### src/rtl/irq_pkg.sv
// ----------------------------------------------------------------------------
// irq_pkg
//   Shared constants and types for the interrupt arbiter slice.
//   IRQ_ID_W  : width of the presented interrupt ID (holds 0..31)
//   MAX_N_IRQ : largest supported number of request lines
//   irq_state_e : arbiter sequencing states
// ----------------------------------------------------------------------------
package irq_pkg;

  localparam int unsigned IRQ_ID_W  = 5;
  localparam int unsigned MAX_N_IRQ = 32;

  typedef enum logic [1:0] {
    IDLE    = 2'd0,
    ASSERT  = 2'd1,
    SERVICE = 2'd2,
    FIN     = 2'd3
  } irq_state_e;

endpackage

### src/rtl/irq_arbiter_if.sv
// ----------------------------------------------------------------------------
// irq_arbiter_if
//   Bundles the peripheral request lines and the core-side interrupt handshake.
//   int_req : level requests from peripherals          (to arbiter)
//   mask    : per-line enable, 1 = enabled              (to arbiter)
//   irq_ack : one-cycle pulse, core entered the trap    (to arbiter)
//   irq_ret : one-cycle pulse, core executed mret       (to arbiter)
//   irq     : interrupt request to the core             (from arbiter)
//   irq_id  : index of presented/serviced line          (from arbiter)
//   int_fin : one-hot completion pulse to peripherals   (from arbiter)
//   busy    : high while a request is being serviced    (from arbiter)
//   modport master : arbiter side; modport slave : core/peripheral side.
// ----------------------------------------------------------------------------
interface irq_arbiter_if #(
  parameter int unsigned N_IRQ = 16
) ();
  import irq_pkg::*;

  logic [N_IRQ-1:0]    int_req;
  logic [N_IRQ-1:0]    mask;
  logic                irq_ack;
  logic                irq_ret;
  logic                irq;
  logic [IRQ_ID_W-1:0] irq_id;
  logic [N_IRQ-1:0]    int_fin;
  logic                busy;

  modport master (
    input  int_req, mask, irq_ack, irq_ret,
    output irq, irq_id, int_fin, busy
  );

  modport slave (
    output int_req, mask, irq_ack, irq_ret,
    input  irq, irq_id, int_fin, busy
  );

endinterface

### src/rtl/irq_prio_enc.sv
// ----------------------------------------------------------------------------
// irq_prio_enc
//   Combinational find-first-set over the pending vector, starting the search
//   at base_i and wrapping from N_IRQ-1 back to 0.
//   pending_i : masked request vector
//   base_i    : first index searched (must be < N_IRQ)
//   valid_o   : any pending bit found
//   idx_o     : index of the first pending bit at or after base_i
// ----------------------------------------------------------------------------
module irq_prio_enc
  import irq_pkg::*;
#(
  parameter int unsigned N_IRQ = 16
) (
  input  logic [N_IRQ-1:0]    pending_i,
  input  logic [IRQ_ID_W-1:0] base_i,
  output logic                valid_o,
  output logic [IRQ_ID_W-1:0] idx_o
);

  always_comb begin
    int unsigned      w_k;
    logic [N_IRQ-1:0] w_shifted;
    valid_o   = 1'b0;
    idx_o     = '0;
    w_k       = 0;
    w_shifted = '0;
    for (int unsigned i = 0; i < N_IRQ; i++) begin
      w_k = 32'(base_i) + i;
      if (w_k >= N_IRQ) begin
        w_k = w_k - N_IRQ;
      end
      // Shift instead of a variable bit-select keeps the index width independent of N_IRQ.
      w_shifted = pending_i >> w_k;
      if (!valid_o && w_shifted[0]) begin
        valid_o = 1'b1;
        idx_o   = IRQ_ID_W'(w_k);
      end
    end
  end

endmodule

### src/rtl/irq_arbiter.sv
// ----------------------------------------------------------------------------
// irq_arbiter
//   Shares the core's single interrupt input between N_IRQ peripheral request
//   lines. Picks one masked pending line, presents it on irq/irq_id, follows
//   the ack (trap entry) and ret (mret) pulses, then returns a one-cycle
//   int_fin pulse to the served peripheral only. All outputs are registered.
//
//   clk_i  : clock
//   rst_i  : asynchronous, active-high reset
//   bus    : irq_arbiter_if.master (int_req, mask, irq_ack, irq_ret in;
//            irq, irq_id, int_fin, busy out)
//
//   Build option IRQ_ARB_ROUND_ROBIN_EN: rotating priority starting at the line
//   after the last one served. Without it, lowest index wins.
// ----------------------------------------------------------------------------
module irq_arbiter
  import irq_pkg::*;
#(
  parameter int unsigned N_IRQ = 16
) (
  input  logic           clk_i,
  input  logic           rst_i,
  irq_arbiter_if.master  bus
);

  irq_state_e          r_state, w_state_d;
  logic [IRQ_ID_W-1:0] r_id, w_id_d;
  logic [IRQ_ID_W-1:0] w_base;
  logic [N_IRQ-1:0]    w_pending;
  logic                w_enc_valid;
  logic [IRQ_ID_W-1:0] w_enc_idx;
  logic                w_id_pending;

  logic                r_irq;
  logic                r_busy;
  logic [IRQ_ID_W-1:0] r_irq_id;
  logic [N_IRQ-1:0]    r_fin;

  assign w_pending    = bus.int_req & bus.mask;
  assign w_id_pending = |(w_pending & (N_IRQ'(1) << r_id));

`ifdef IRQ_ARB_ROUND_ROBIN_EN
  logic [IRQ_ID_W-1:0] r_rr_ptr;

  assign w_base = r_rr_ptr;

  // Next search starts just after the line that completed.
  always_ff @(posedge clk_i or posedge rst_i) begin
    if (rst_i) begin
      r_rr_ptr <= '0;
    end else if (r_state == FIN) begin
      r_rr_ptr <= (r_id == IRQ_ID_W'(N_IRQ - 1)) ? '0 : r_id + IRQ_ID_W'(1);
    end
  end
`else
  assign w_base = '0;
`endif

  irq_prio_enc #(
    .N_IRQ (N_IRQ)
  ) u_prio_enc (
    .pending_i (w_pending),
    .base_i    (w_base),
    .valid_o   (w_enc_valid),
    .idx_o     (w_enc_idx)
  );

  always_comb begin
    w_state_d = r_state;
    w_id_d    = r_id;
    unique case (r_state)
      IDLE: begin
        if (w_enc_valid) begin
          w_state_d = ASSERT;
          w_id_d    = w_enc_idx;
        end
      end
      ASSERT: begin
        // Ack takes priority over a same-cycle withdrawal.
        if (bus.irq_ack) begin
          w_state_d = SERVICE;
        end else if (!w_id_pending) begin
          w_state_d = IDLE;
        end
      end
      SERVICE: begin
        if (bus.irq_ret) begin
          w_state_d = FIN;
        end
      end
      FIN: begin
        w_state_d = IDLE;
      end
      default: begin
        w_state_d = IDLE;
      end
    endcase
  end

  // Outputs are registered decodes of the next state so they line up with r_state.
  always_ff @(posedge clk_i or posedge rst_i) begin
    if (rst_i) begin
      r_state  <= IDLE;
      r_id     <= '0;
      r_irq    <= 1'b0;
      r_busy   <= 1'b0;
      r_irq_id <= '0;
      r_fin    <= '0;
    end else begin
      r_state  <= w_state_d;
      r_id     <= w_id_d;
      r_irq    <= (w_state_d == ASSERT);
      r_busy   <= (w_state_d == SERVICE);
      r_irq_id <= (w_state_d == IDLE) ? '0 : w_id_d;
      r_fin    <= (w_state_d == FIN) ? (N_IRQ'(1) << w_id_d) : '0;
    end
  end

  assign bus.irq     = r_irq;
  assign bus.busy    = r_busy;
  assign bus.irq_id  = r_irq_id;
  assign bus.int_fin = r_fin;

endmodule

### src/flat_wrapper.sv
// flat-port wrapper written by rule: the top's interface ports become plain ports
module irq_arbiter_flat import irq_pkg::*;
#(
  parameter int unsigned N_IRQ = 16
)
  (clk_i, rst_i, bus_int_req, bus_mask, bus_irq_ack, bus_irq_ret, bus_irq, bus_irq_id, bus_int_fin, bus_busy);
  irq_arbiter_if #(.N_IRQ(N_IRQ)) bus_i ();
  input  logic clk_i;
  input  logic rst_i;
  input wire logic [$bits(bus_i.int_req)-1:0] bus_int_req;
  input wire logic [$bits(bus_i.mask)-1:0] bus_mask;
  input wire logic [$bits(bus_i.irq_ack)-1:0] bus_irq_ack;
  input wire logic [$bits(bus_i.irq_ret)-1:0] bus_irq_ret;
  output wire logic [$bits(bus_i.irq)-1:0] bus_irq;
  output wire logic [$bits(bus_i.irq_id)-1:0] bus_irq_id;
  output wire logic [$bits(bus_i.int_fin)-1:0] bus_int_fin;
  output wire logic [$bits(bus_i.busy)-1:0] bus_busy;
  assign bus_i.int_req = bus_int_req;
  assign bus_i.mask = bus_mask;
  assign bus_i.irq_ack = bus_irq_ack;
  assign bus_i.irq_ret = bus_irq_ret;
  assign bus_irq = bus_i.irq;
  assign bus_irq_id = bus_i.irq_id;
  assign bus_int_fin = bus_i.int_fin;
  assign bus_busy = bus_i.busy;
  irq_arbiter #(.N_IRQ(N_IRQ)) u_core (.clk_i(clk_i), .rst_i(rst_i), .bus(bus_i));
endmodule
### config.mk
export PLATFORM = sky130hd
export DESIGN_NAME = irq_arbiter_flat
export DESIGN_NICKNAME = d
export VERILOG_FILES = /design/src/rtl/irq_pkg.sv /design/src/rtl/irq_arbiter_if.sv /design/src/rtl/irq_prio_enc.sv /design/src/rtl/irq_arbiter.sv /design/src/flat_wrapper.sv
export SDC_FILE = /design/constraint.sdc
export NUM_CORES = 1
export LEC_CHECK = 0
export ABC_AREA = 1
export CORE_ASPECT_RATIO = 2
export CORE_MARGIN = 2
export CORE_UTILIZATION = 30
export DETAILED_ROUTE_END_ITERATION = 10
export DONT_BUFFER_PORTS = 1
export SYNTH_ARGS = -nofsm -noshare
export SYNTH_HDL_FRONTEND = slang
export SYNTH_HIERARCHICAL = 1
export SYNTH_SLANG_ARGS = --single-unit
### constraint.sdc
create_clock -name clk_i -period 1.2 [get_ports clk_i]
set_input_delay 0.06 -clock clk_i [delete_from_list [all_inputs] [get_ports clk_i]]
set_output_delay 0.06 -clock clk_i [all_outputs]
set_load 0.05 [all_outputs]
==> flow_summary.json, run 1 <==
{
  "area_growth_pct": 36.8,
  "synth_seq_area_share_pct": 19.4,
  "powerDensity_mw_per_mm2": 1650,
  "fin_crit_sh_pct": 200,
  "p_seq_share_pct": 22.3,
  "clk_pin_slew_ns": 0.05,
  "nets": 792,
  "dr_total_vias": 4547,
  "antenna_left": 0,
  "gr-total-overflow": 0,
  "synth_flop_cell": "dfrtp_1",
  "end_kind": "flip-flop",
  "critPathMaxFanout": 6,
  "final_util_pct": 42.2,
  "async_flop_share_pct": 100,
  "cts-root-buf": "clkbuf_16",
  "grt_pass1_vias": 4660,
  "p_switching_uw": 4150,
  "synth-compound-area-share_pct": 7.76,
  "synth_top_family_by_area": "simple AND/OR/NAND/NOR gates",
  "power_leakage_uw": 0.00269,
  "cap_viol_max_count": 0,
  "synth_xor_area_share_pct": 2.81,
  "critical_path_class": "in2reg",
  "yosys-mux-area-fraction_pct": 0,
  "seqCellArea_um2": 751,
  "status": "finished, violations left",
  "pwr-share-clk_pct": 19.4,
  "antenna_found_initial": 0,
  "drt-wirelength-per-cell_um": 16.4,
  "grt_pass1_wl_um": 22800,
  "rows": 58,
  "port_buffers": 0,
  "crit_required_ns": 1.41,
  "io_pins": 59,
  "finalHoldViolations": 0,
  "cts_buffer_depth": 2,
  "cts_tree": "built",
  "numCtsBuffers": 5,
  "grt_usage_pct": 21.1,
  "synth_area_leader_cell": "dfrtp_1",
  "die_height_um": 165,
  "critPathArrivalTime_ns": 2.62,
  "drive_gt1_share_pct": 30.8,
  "slew_viol_final": 0,
  "fin_ws_ns": -1.20,
  "start_util_pct": 30.8,
  "synth.avg_cell_area_um2": 6.17,
  "fillers": 1272,
  "dp_slack_ns": -1.54,
  "skew_ns": 0.00550,
  "holdCritPathClass": "in2reg",
  "grt_max_degree": 32,
  "place_hpwl_um": 11800,
  "multiInputGateArea_mm2": 0.00298,
  "num_antenna_cells": 0,
  "slew_headroom_pct": 65.0,
  "violations": "setup timing",
  "synth_cell_types": 44,
  "gp_congestion": 0.945,
  "clock.fmax_ghz": 0.416,
  "synth.cell_area_mm2": 0.00387,
  "htreeDepth": 2,
  "drt_iter0_markers": 238,
  "drc": 0,
  "post_synth_inst_count": 627,
  "routed_via_density": 5.12,
  "p_comb_share_pct": 58.3,
  "start_kind": "primary input",
  "yosysWarnings": 6,
  "firstDrtPassIters": 5,
  "total_power_uw": 8730,
  "yosysTopAreaCellShare_pct": 19.4,
  "ys_seq_elements": 30,
  "final_cell_area_mm2": 0.00529,
  "yosys.area_share.adder_pct": 6.15,
  "setup_viol": 29,
  "clk_latency_ns": 0.28,
  "synth_area_leaders": "dfrtp_1 19%, nand3_1 14%, nand2_1 14%, nor2_1 9.0%, inv_1 6.8%",
  "synth-edff-count": 0,
  "cts.sinks": 30,
  "die_w_um": 84.3,
  "worst_pin_slew_ns": 0.522,
  "core_area_mm2": 0.0126,
  "netSwitchingFraction_pct": 47.5,
  "peakVddDrop_uv": 1440,
  "p_int_uw": 4580,
  "routed_wl_um": 14600,
  "placed_area_mm2": 0.00472,
  "synthSimpleGateAreaFrac_pct": 51.9,
  "rsz0062_at_grt": "true",
  "fin_crit_ns": 2.40,
  "die_area_mm2": 0.0139
}
-- layout by cell type, fill, tap and decap left out, drive strengths merged, types with 2 or more instances in the layout --
cell type and n:
nand2 159, nand3 123, buf 103, nor2 102, inv 84, dfrtp 30, o21ai 25, nand4 21
conb 19, ha 19, nor3 8, a21oi 8, xor2 7, o211ai 6, clkbuf 6, a31oi 3
or2 3, bufinv 2, dlygate4sd3 2, xnor2 2, clkinv 2
-- worst max-delay path: stages --
cell and delay, ns:
nand2_8 0.05, inv_4 0.03, or2_1 0.21, o21ai_2 0.08, nand2_1 0.10, nand3_2 0.10, nand3_2 0.08, nand3_4 0.09
nand4_4 0.13, nor2_8 0.14, nand4_4 0.13, nor3_4 0.16, nand4_1 0.15, nor2_4 0.13, nand3b_1 0.17, nand2_4 0.17
buf_12 0.13, o21ai_2 0.08, inv_2 0.17, nand3_1 0.15, nor2_1 0.12
-- state kept, by name (all words and copies together), names as in the netlist --
register	cells
u_core/bus.irq	1
u_core/bus.irq_id	5
u_core/bus.int_fin	16
u_core/r_id	5
u_core/bus.busy	1
u_core/r_state	2
-- stage by stage --
stage               hold slack (ns)  cells  setup TNS, ns
detailed placement           0.0463    865         -42.11
floorplan                     0.151    644         -36.81
CTS                           0.156    885         -29.55
global route                  0.197    888         -36.29
global placement             0.0389    865         -41.18
finish                        0.167    888         -31.22
-- per-layer routing --
layer,GRT usage [%],up-vias,routed length (µm)
li1,-,2227,-
met1,16.9,2072,4280
met2,43.8,165,8350
met3,2.05,83,531
met4,17.4,0,1420
met5,0,-,0
-- power groups by stage --
stage          logic [µW]  registers (µW)  clock network (µW)
2_1_floorplan        2620            1860                   0
3_3_place_gp         4090            1960                   0
3_5_place_dp         4130            1950                   0
4_1_cts              4500            1950                1710
5_1_grt              5500            1980                1740
6_report             5090            1950                1690
-- worst paths after layout --
| path | slack (ns) | from | cells past startpoint | end |
|---|---|---|---|---|
| worst max register to register | -0.64 | u_core/r_id[1] | 13 | u_core/bus.irq_id[4] |
| min in group asynchronous | 0.29 | rst_i | 3 | u_core/bus.int_fin[2] |
| max in group asynchronous | 0.62 | rst_i | 3 | u_core/r_id[2] |
| worst max-delay path | -1.20 | bus_int_req[2] | 21 | u_core/bus.int_fin[13] |
| worst min register to register | 0.61 | u_core/r_state[0] | 2 | u_core/r_state[1] |
| worst min-delay path | 0.17 | bus_irq_ack | 4 | u_core/r_state[0] |
-- final cells by class --
cell class	count	area share, %
multi-input combinational	509	56.2
inverter	86	6.41
sequential	30	14.2
clock buffer	6	2.62
timing repair buffer	105	15.9
clock inverter	2	1.13
tap	150	3.55
-- kinds of logic (layout without fill, tap and decap cells) --
family / after synthesis / after routing
simple gates: 417 / 418
buf+inv: 106 / 199
xor+xnor: 9 / 9
fa+ha+maj: 19 / 19
compound gates: 44 / 44
flops: 30 / 30
other cells: 2 / 19
-- synthesized netlist by cell type (all sizes together), types with 2 or more instances --
library cell,number
or2,3
clkinv,2
xor2,7
inv,84
dfrtp,30
nand2,158
o211ai,6
conb,2
a31oi,3
nor2,102
buf,17
ha,19
nor3,8
nand3,123
clkbuf,3
nand4,21
a21oi,8
xnor2,2
o21ai,25
-- repair_timing --
item                       CTS  global route
gates resized for setup     22            47
hold endpoints to repair    31             0
pin swaps                   19            45
hold buffers                 2             0
setup endpoints to repair   29            29
cloned                       1             0
setup buffers                9             4
Power figures use the tool's default switching activity.
==> inputs of run 2 (changes only) <==
clock period = 2 ns   (was 1.2 ns; I/O delays follow)
==> flow_summary.json, run 2 (synthesis gave the netlist of run 1 again) <==
{
  "critPathSlowestCell": "or2_1",
  "p_switching_uw": 2510,
  "rows": 58,
  "clk_latency_ns": 0.28,
  "antenna_left": 0,
  "fin_crit_sh_pct": 121,
  "fillers": 1299,
  "rsz0062_at_grt": "true",
  "finalHoldViolations": 0,
  "worstPathCellList": "nand2_8, inv_4, or2_1, o21ai_2, nand2_2, nand3_2, nand3_2, nand3_4, nand4_4, nor2_8, nand4_4, nor3_2, nand4_1, nor2_4, nand3b_1, nand2_4, buf_12, o21ai_2, inv_2, nand3_2, nor2_1",
  "drc": 0,
  "slew_viol_final": 0,
  "numCtsBuffers": 5,
  "start_kind": "primary input",
  "fin_hold_ws_ns": 0.174,
  "dr_total_vias": 4582,
  "placed_area_mm2": 0.00467,
  "routed_wl_um": 14700,
  "worst_pin_slew_ns": 0.510,
  "slowest_delay_ns": 0.22,
  "critPathArrivalTime_ns": 2.63,
  "cts_tree": "built",
  "hp-start": "bus_irq_ack",
  "grt_max_degree": 32,
  "cts_buffer_depth": 2,
  "crit_top_cell": "nand3_2",
  "gr-total-overflow": 0,
  "drive_gt1_share_pct": 32.1,
  "holdCritPathClass": "in2reg",
  "peakVddDrop_uv": 1180,
  "die_w_um": 84.3,
  "final_cell_mix": "134 x nand2_1, 101 x buf_4, 96 x nand3_1",
  "final_cell_area_mm2": 0.00539,
  "num_antenna_cells": 0,
  "slew_headroom_pct": 66.0,
  "start_util_pct": 30.8,
  "total_power_uw": 5080,
  "fin_crit_ns": 2.42,
  "powerDensity_mw_per_mm2": 944,
  "skew_ns": 0.00640,
  "critPathMaxFanout": 6,
  "port_buffers": 0,
  "grt_usage_pct": 21.6,
  "clk_pin_slew_ns": 0.05,
  "worstReg2RegStart": "u_core/r_id[1]",
  "pwr-share-clk_pct": 16.8,
  "area_growth_pct": 39.3,
  "status": "finished, violations left",
  "end_kind": "flip-flop",
  "power_leakage_uw": 0.00275,
  "clock.fmax_ghz": 0.413,
  "largest_reg_flops": 16,
  "drt_iter0_markers": 249,
  "antenna_found_initial": 0,
  "cap_viol_max_count": 0,
  "p_comb_share_pct": 60.1,
  "final_common_cell": "nand2_1",
  "crit_start": "bus_int_req[2]",
  "fin_ws_ns": -0.419,
  "cts.sinks": 30,
  "p_seq_share_pct": 23.2,
  "p_int_uw": 2580,
  "gp_congestion": 0.943,
  "fin_tns_setup_ns": -9.61,
  "core_area_mm2": 0.0126,
  "nets": 805,
  "die_height_um": 165,
  "grt_pass1_vias": 4742,
  "final_util_pct": 42.9,
  "violations": "setup timing",
  "place_hpwl_um": 11700,
  "firstDrtPassIters": 4,
  "drt-wirelength-per-cell_um": 16.3,
  "io_pins": 59,
  "die_area_mm2": 0.0139,
  "netSwitchingFraction_pct": 49.3,
  "crit_required_ns": 2.21,
  "critical_path_class": "in2reg",
  "grt_pass1_wl_um": 23100,
  "htreeDepth": 2,
  "routed_via_density": 5.09,
  "setup_viol": 29,
  "cts-root-buf": "clkbuf_16"
}
[run 2: changes by cell type in the layout (fill, tap and decap cells not counted), moves of 2 or more]
cell      previous run  this run
nand3_4              6         8
nand3_2             21        19
buf_4               93       101
buf_6                9        12
nand2_1            137       134
nand2_2             16        18
clkinv_2             1         3
[run 2: stage by stage]
stage,cells,setup slack [ns]
after floorplan,644,-0.615
after global placement,857,-0.797
after detailed placement,857,-0.826
after CTS,893,-0.359
after global routing,901,-0.592
final,901,-0.419
[run 2: cell type report]
class	count	area, µm²	share of cell area (%)
timing repair buffer	118	958	17.8
clock inverter	3	40.0	0.743
inverter	86	339	6.29
multi-input combinational	509	2990	55.4
sequential	30	751	13.9
tap	150	188	3.48
clock buffer	5	125	2.32
[run 2: routing by layer]
metal,up-vias,part of all wire (%),track usage (%),wire length (µm)
li1,2254,-,-,-
met1,2099,30,16.9,4400
met2,153,57,44.2,8290
met3,76,3.5,2.65,506
met4,0,9.9,18.8,1460
met5,-,0,0,0
[run 2: critical path: cells and delay by family]
family | cells | cell delay [ns]
simple gates | 16 | 2.02
buf+inv | 3 | 0.33
compound gates | 2 | 0.17
[run 2: worst paths after layout]
path,end,slack [ns],depth (start not counted)
min in group asynchronous,u_core/bus.int_fin[2],0.34,3
worst min register to register,u_core/r_state[1],0.54,1
worst max register to register,u_core/bus.irq_id[3],0.15,13
worst min-delay path,u_core/r_state[0],0.17,4
worst max-delay path,u_core/bus.int_fin[6],-0.42,21
max in group asynchronous,u_core/r_id[3],1.38,3
[run 2: repair_timing]
item                       4_1_cts  5_1_grt
setup buffers                   25        8
pin swaps                       42       21
resized for setup               50       24
cloned                           2        0
setup endpoints to repair       29       29
hold buffers                     2        0
hold endpoints to repair        31        0
[run 2: power by group through the flow]
stage          Combinational [µW]  Clock (µW)  Sequential (µW)
2_1_floorplan                1570           0             1120
3_3_place_gp                 2320           0             1190
6_report                     3050         852             1180
3_5_place_dp                 2330           0             1180
4_1_cts                      2700         860             1180
5_1_grt                      3310         888             1190
==> inputs of run 3 (changes only) <==
CTS_BUF_LIST = sky130_fd_sc_hd__clkbuf_8   (was default)
clock period = 3.1 ns   (was 2 ns; I/O delays follow)
==> flow_summary.json, run 3 (synthesis gave the netlist of run 1 again) <==
{
  "post_cts_resized": 0,
  "powerDensity_mw_per_mm2": 584,
  "hold_buffers": 0,
  "htreeDepth": 2,
  "drt-wirelength-per-cell_um": 16.7,
  "firstDrtPassIters": 5,
  "worstPathCellList": "nand2_1, inv_1, or2_1, o21ai_1, nand2_1, nand3_1, nand3_1, nand3_2, nand4_4, nor2_8, nand4_4, nor3_2, nand4_1, nor2_2, nand3b_1, nand2_2, nand2_1, o21ai_4, nand3_4, nor2_1",
  "clock.fmax_ghz": 0.362,
  "crit_top_cell": "nand2_1",
  "grt_max_degree": 32,
  "clk_pin_slew_ns": 0.06,
  "holdCritPathClass": "in2reg",
  "fin_tns_setup_ns": 0,
  "nets": 704,
  "port_buffers": 0,
  "cts.sinks": 30,
  "fin_hold_ws_ns": 0.0232,
  "numCtsBuffers": 5,
  "gp_congestion": 0.993,
  "critPathMaxFanout": 12,
  "cts_tree": "built",
  "setup_viol": 0,
  "grt_usage_pct": 19.5,
  "fin_crit_ns": 2.76,
  "drc": 0,
  "slew_headroom_pct": 24.9,
  "final_common_cell": "nand2_1",
  "io_pins": 59,
  "largest_reg_flops": 16,
  "num_antenna_cells": 0,
  "total_power_uw": 2470,
  "power_leakage_uw": 0.00217,
  "crit_required_ns": 3.30,
  "critPathArrivalTime_ns": 2.97,
  "clk_latency_ns": 0.29,
  "critPathBufInv": 1,
  "crit_family": "simple AND/OR/NAND/NOR gates",
  "rows": 58,
  "routed_via_density": 5.13,
  "antenna_left": 0,
  "die_height_um": 165,
  "finalHoldViolations": 0,
  "slowest_delay_ns": 0.31,
  "routed_wl_um": 13300,
  "cts-root-buf": "clkbuf_8",
  "status": "complete, no violations",
  "slew_viol_final": 0,
  "end_kind": "flip-flop",
  "grt_pass1_vias": 4087,
  "grt_pass1_wl_um": 20700,
  "start_util_pct": 30.8,
  "fin_crit_sh_pct": 89.1,
  "start_kind": "primary input",
  "antenna_found_initial": 0,
  "die_w_um": 84.3,
  "drt_iter0_markers": 202,
  "dr_total_vias": 4101,
  "critical_path_class": "in2reg",
  "peakVddDrop_uv": 576,
  "die_area_mm2": 0.0139,
  "core_area_mm2": 0.0126,
  "place_hpwl_um": 11100,
  "worst_pin_slew_ns": 1.12,
  "multiInputGateArea_mm2": 0.00272,
  "final_cell_mix": "148 x nand2_1, 111 x nand3_1, 93 x nor2_1",
  "gr-total-overflow": 0,
  "fillers": 1421,
  "drive_gt1_share_pct": 14.2,
  "skew_ns": 0.00308,
  "cap_viol_max_count": 0,
  "cts_setup_buffers": 0,
  "cts_buffer_depth": 2,
  "critPathSlowestCell": "nand2_2",
  "seqCellArea_um2": 751,
  "rsz0062_at_grt": "false",
  "area_growth_pct": 9.45
}
## run 3: cell count changes in the layout (fill, tap and decap cells not counted), sizes merged
cell | previous run | this run
buf | 116 | 18
dlygate4sd3 | 2 | 0
bufinv | 1 | 0
clkbuf | 5 | 6
clkinv | 4 | 3
inv | 84 | 85
nand2 | 159 | 158
## run 3: worst paths after layout
path,start,to,slack [ns],depth (start not counted)
max in group asynchronous,rst_i,u_core/bus.irq_id[1],2.38,1
max reg2reg,u_core/r_id[1],u_core/bus.irq_id[1],1.20,12
min in group asynchronous,rst_i,u_core/bus.int_fin[3],0.04,1
max,bus_int_req[2],u_core/bus.int_fin[2],0.34,20
min,bus_irq_ack,u_core/r_state[1],0.02,2
min reg2reg,u_core/r_state[0],u_core/r_state[1],0.54,1
## run 3: per-layer routing
layer	track usage [%]	vias up	wire length, µm
li1	-	2052	-
met1	15.6	1880	3950
met2	41.5	121	7920
met3	1.65	48	456
met4	14.4	0	1010
met5	0	-	0
## run 3: power breakdown
group	switching, µW	internal (µW)	leakage, µW
sequential	272	490	0.000389
combinational	943	445	0.00173
clock	144	175	0.0000524
## run 3: through the flow
stage	cell area (µm²)	cells	setup slack, ns	util (%)
2_1_floorplan	3930	644	0.349	-
3_3_place_gp	4140	792	0.0899	33.0
3_5_place_dp	4140	792	0.0258	33.0
4_1_cts	4230	800	0.322	33.7
5_1_grt	4230	800	0.0211	33.7
6_report	4230	800	0.336	33.7
## run 3: layout make-up
| class | count | area share, % |
|---|---|---|
| Tap cell | 150 | 4.43 |
| Timing Repair Buffer | 18 | 3.49 |
| Clock buffer | 6 | 1.95 |
| Sequential cell | 30 | 17.7 |
| Clock inverter | 2 | 0.207 |
| Inverter | 86 | 7.83 |
| Multi-Input combinational cell | 508 | 64.4 |
